<file path="src/rtl/control_unit.sv">
// Multi-cycle control unit: fetches a 16-bit instruction, decodes it and
// sequences register, PC and data-memory strobes through FETCH/DECODE/EXEC/MEM/HALT.
module control_unit (
  input  logic        clk,
  input  logic        reset,
  input  logic [15:0] instr_in,
  input  logic        imem_ready,
  input  logic        dmem_ready,
  input  logic        zero_flag,
  output logic        imem_req,
  output logic [15:0] ir,
  output logic        pc_en,
  output logic        jmp,
  output logic [15:0] offset,
  output logic [2:0]  alu_op,
  output logic        reg_we,
  output logic        dmem_re,
  output logic        dmem_we,
  output logic        halted
);

  typedef enum logic [2:0] {
    FETCH  = 3'd0,
    DECODE = 3'd1,
    EXEC   = 3'd2,
    MEM    = 3'd3,
    HALT   = 3'd4
  } state_t;

  localparam logic [3:0] OP_ADD   = 4'h1;
  localparam logic [3:0] OP_SUB   = 4'h2;
  localparam logic [3:0] OP_AND   = 4'h3;
  localparam logic [3:0] OP_OR    = 4'h4;
  localparam logic [3:0] OP_XOR   = 4'h5;
  localparam logic [3:0] OP_LOAD  = 4'h6;
  localparam logic [3:0] OP_STORE = 4'h7;
  localparam logic [3:0] OP_LDI   = 4'h8;
  localparam logic [3:0] OP_JMP   = 4'h9;
  localparam logic [3:0] OP_JZ    = 4'hA;
  localparam logic [3:0] OP_HALT  = 4'hF;

  state_t      state, state_next;
  logic [15:0] ir_q, ir_next;
  logic [3:0]  opcode;

  assign opcode = ir_q[15:12];

  always_ff @(posedge clk) begin
    if (reset) begin
      state <= FETCH;
      ir_q  <= 16'h0000;
    end else begin
      state <= state_next;
      ir_q  <= ir_next;
    end
  end

  always_comb begin
    state_next = state;
    ir_next    = ir_q;
    imem_req   = 1'b0;
    pc_en      = 1'b0;
    jmp        = 1'b0;
    alu_op     = 3'd0;
    reg_we     = 1'b0;
    dmem_re    = 1'b0;
    dmem_we    = 1'b0;
    halted     = 1'b0;
    ir         = ir_q;
    offset     = {{8{ir_q[7]}}, ir_q[7:0]};

    case (state)
      FETCH: begin
        imem_req = 1'b1;
        if (imem_ready) begin
          ir_next    = instr_in;
          state_next = DECODE;
        end
      end
      DECODE: state_next = EXEC;
      EXEC: begin
        state_next = FETCH;
        case (opcode)
          OP_ADD, OP_SUB, OP_AND, OP_OR, OP_XOR: begin
            reg_we = 1'b1;
            pc_en  = 1'b1;
            alu_op = opcode[2:0] - 3'd1;
          end
          OP_LDI: begin
            reg_we = 1'b1;
            pc_en  = 1'b1;
            alu_op = 3'd5;
          end
          OP_JMP: jmp = 1'b1;
          OP_JZ: begin
            jmp   = zero_flag;
            pc_en = ~zero_flag;
          end
          OP_LOAD, OP_STORE: state_next = MEM;
          OP_HALT: state_next = HALT;
          default: pc_en = 1'b1;
        endcase
      end
      MEM: begin
        // Only LOAD and STORE reach MEM, so anything not LOAD is a store.
        dmem_re = (opcode == OP_LOAD);
        dmem_we = (opcode != OP_LOAD);
        if (dmem_ready) begin
          pc_en      = 1'b1;
          reg_we     = (opcode == OP_LOAD);
          state_next = FETCH;
        end
      end
      HALT: halted = 1'b1;
      default: state_next = FETCH;
    endcase

    // Reset blanks every output in the same cycle, before the state register clears.
    if (reset) begin
      imem_req = 1'b0;
      pc_en    = 1'b0;
      jmp      = 1'b0;
      alu_op   = 3'd0;
      reg_we   = 1'b0;
      dmem_re  = 1'b0;
      dmem_we  = 1'b0;
      halted   = 1'b0;
      ir       = 16'h0000;
      offset   = 16'h0000;
    end
  end

endmodule

</file>
<file path="config.mk">
export PLATFORM = sky130hd
export DESIGN_NAME = control_unit
export DESIGN_NICKNAME = d
export VERILOG_FILES = /design/src/rtl/control_unit.sv
export SDC_FILE = /design/constraint.sdc
export NUM_CORES = 1
export LEC_CHECK = 0
export CAP_MARGIN = 20
export CORE_MARGIN = 1
export CORE_UTILIZATION = 43
export CTS_BUF_LIST = sky130_fd_sc_hd__clkbuf_16
export DETAILED_ROUTE_END_ITERATION = 10
export PLACE_DENSITY = 0.84
export SETUP_SLACK_MARGIN = 0.2
export SLEW_MARGIN = 10
export SYNTH_ARGS = -nofsm -noshare
export SYNTH_HDL_FRONTEND = slang
export SYNTH_SLANG_ARGS = --single-unit
</file>
<file path="constraint.sdc">
create_clock -name clk -period 3.33 [get_ports clk]
set_clock_uncertainty 0.2 [all_clocks]
set_input_delay 0.4995 -clock clk [delete_from_list [all_inputs] [get_ports clk]]
set_output_delay 0.4995 -clock clk [all_outputs]
set_load 0.05 [all_outputs]
</file>
==> metrics.yaml <==
run_status:
  status: "complete, no violations"
floorplanning:
  core_um2: 2734
  dieArea_um2: 3102
  start_util_pct: 45.35
  io_pins: 63
  die_h_um: 55.70
  rows: 19
  fp.dieW_um: 55.70
critical_path:
  crit_path_end: "reg_we"
  crit_fanout: 6
  rrSetupSlack_ns: 1.49
  r2r_cells: 3
  cp-end-kind: "output pin"
  timing.rr.end: "ir_q[14]$_SDFFE_PP0P_"
  r2r_start: "state[0]$_SDFFE_PP0P_"
  critPathArrivalTime_ns: 2.30
  critPathKind: "reg2out"
  startpoint_type: "flip-flop"
  cp.required_ns: 2.63
  setup.worst_path.start: "ir_q[12]$_SDFFE_PP0P_"
sta:
  fmax_ghz: 0.3338
  hold_ws_ns: 0.2518
  slew-limit-headroom_pct: 26.49
  period_needed_ns: 2.996
  fin_setup_tns_ns: 0
  finalMaxSlewViolations: 0
  setup_slack_ns: 0.3339
  post-route-period-util_pct: 89.97
  tightest_slew_ns: 1.098
  hold_viol_final: 0
  setup_violations: 0
  rsz0062_at_grt: "no"
logic_synthesis:
  async_reset_ff_share_pct: 0
  synthCells: 165
  ys_ff_latch: 19
  syn-cell-area_um2: 1240
  synthTopCellsByArea: "dfxtp_1 (31%), buf_4 (11%), nand2_1 (11%)"
  syn_avg_cell_area_um2: 7.515
  synth_edf_count: 0
  yosysWarnings: 0
  synth_top_cell_by_area: "dfxtp_1"
  yosysTopAreaCellShare_pct: 30.68
  seq_area_frac_synth_pct: 30.68
  synth_ff_type: "dfxtp_1"
  ys_types: 35
  synth_nets: 190
job:
  max_cap_violations: 0
place:
  port_buffers: 62
  placed_cells: 232
  hpwl_mm: 2.660
  place_ws_ns: 0.1173
  place_congestion: 0.7278
global_route:
  overflow: 0
  grt_pass1_vias: 1323
  antenna_found_initial: 0
  grt_use_total_pct: 23.19
  grt_pass1_wl_mm: 5.733
  grt_max_degree: 39
finish:
  drive_gt1_share_pct: 25.37
  nFillCells: 171
  diodes: 0
  syn_to_final_growth_pct: 81.03
  nets: 231
  fin_cells: 236
power_and_ir_drop:
  ir_drop_mv: 0.3733
  p_per_area_nw_per_um2: 345.5
  p_total_w: 0.0007756
  p_leak_nw: 0.8748
clocking:
  cts_made_buffers: 3
  clockRootBuffer: "clkbuf_16"
  clk_pin_slew_ns: 0.05
  clk_latency_ns: 0.25
  htreeDepth: 1
  cts.sinks: 19
  cts_buffer_depth: 2
  cts_tree: "done"
routing:
  dr_total_vias: 1273
  drt-initial-drc-count: 24
  firstDrtPassIters: 6
  wl_per_cell_um: 14.94
  totalWireLength_mm: 3.525
  drc: 0
  ant_nets: 0
  via_per_inst: 5.394
hold_path:
  hold_path_class: "reg2reg"
  whs_path_depth: 2
-- metal layers --
| layer | routed length, µm | global-route usage [%] | vias to the layer above |
|---|---|---|---|
| met5 | 0 | 0 | - |
| met4 | 131 | 14.64 | 0 |
| met3 | 163 | 2.791 | 14 |
| met2 | 1966 | 45.09 | 52 |
| met1 | 1264 | 22.80 | 583 |
| li1 | - | - | 624 |
-- power breakdown --
group | internal [W] | total [W] | switching, W
combinational | 0.000125 | 0.000273 | 0.000148
clock | 0.000159 | 0.000239 | 0.0000798
sequential | 0.000244 | 0.000264 | 0.0000197
total | 0.000528 | 0.000776 | 0.000247
-- cell families (layout without fill, tap and decap cells) --
family	Yosys count	count (layout)	synth area share, %
multiplexers	1	1	0.8073
AO/OA/AOI/OAI	35	35	16.25
AND/OR/NAND/NOR	76	76	32.09
buffers and inverters	30	70	16.14
flip-flops	19	19	30.68
adder cells (fa/ha/maj)	4	4	4.036
-- cells in the final DEF (no fill, tap or decap), drive strengths merged --
| master | instances |
|---|---|
| o21ai | 3 |
| nand3b | 1 |
| nand3 | 1 |
| nor3 | 3 |
| a311oi | 1 |
| a21oi | 24 |
| mux2i | 1 |
| a21boi | 1 |
| buf | 43 |
| inv | 4 |
| and2b | 1 |
| a41oi | 1 |
| nand2b | 2 |
| nor4b | 2 |
| nor2 | 8 |
| dfxtp | 19 |
| dlymetal6s2s | 1 |
| nand2 | 35 |
| a31oi | 1 |
| clkbuf | 3 |
| or4 | 1 |
| o31ai | 2 |
| clkdlybuf4s50 | 19 |
| ha | 4 |
| and2 | 1 |
| or4b | 2 |
| o22a | 1 |
| nor4 | 2 |
| o211ai | 1 |
| or2 | 1 |
| nor2b | 16 |
-- registers in the layout (all words and copies together) (netlist names) --
name / flops
state: 3
ir_q: 16
-- what timing repair did --
action                                  CTS  global route
resized for setup                         2             3
endpoints found under the setup margin    1             2
buffers inserted                          0             0
hold buffers                              0             0
-- through the flow --
stage | util (%) | instance area [µm²]
global placement | 78.44 | 2145
finish | 82.11 | 2245
CTS | 81.69 | 2233
detailed placement | 78.54 | 2147
global route | 82.11 | 2245
floorplan | - | 1246
-- cells in the mapped netlist (all sizes together) (2+ instances only) --
library cell,n
nor4b,2
nand2,35
nor2b,16
buf,21
o21ai,3
or4b,2
nor4,2
nand2b,2
clkbuf,6
o31ai,2
nor2,8
nor3,3
a21oi,24
dfxtp,19
ha,4
inv,3
-- worst max-delay path, cell delays in order, from the launching register on --
cell     delay [ns]
dfxtp_1        0.44
inv_1          0.13
ha_1           0.30
or2_1          0.28
or4_1          0.43
nand3_1        0.17
o31ai_1        0.13
buf_12         0.17
-- worst min-delay path by stage --
stage          slack (ns)              endpoint            startpoint
6_report             0.25  ir_q[1]$_SDFFE_PP0P_  ir_q[1]$_SDFFE_PP0P_
5_1_grt              0.28  ir_q[1]$_SDFFE_PP0P_  ir_q[1]$_SDFFE_PP0P_
4_1_cts              0.25  ir_q[6]$_SDFFE_PP0P_  ir_q[6]$_SDFFE_PP0P_
3_5_place_dp         0.25  ir_q[7]$_SDFFE_PP0P_  ir_q[7]$_SDFFE_PP0P_
3_3_place_gp         0.24  ir_q[4]$_SDFFE_PP0P_  ir_q[4]$_SDFFE_PP0P_
2_1_floorplan        0.23  ir_q[0]$_SDFFE_PP0P_  ir_q[0]$_SDFFE_PP0P_
-- cell type report --
| class | count | area (µm²) | area share (%) |
|---|---|---|---|
| inverter | 3 | 11.26 | 0.5017 |
| tap | 31 | 38.79 | 1.728 |
| clock buffer | 3 | 75.07 | 3.344 |
| sequential | 19 | 380.4 | 16.95 |
| clock inverter | 1 | 3.754 | 0.1672 |
| multi-input combinational | 116 | 671.9 | 29.93 |
| timing repair buffer | 63 | 1064 | 47.38 |
No activity file was read; power rests on OpenSTA's default activity.
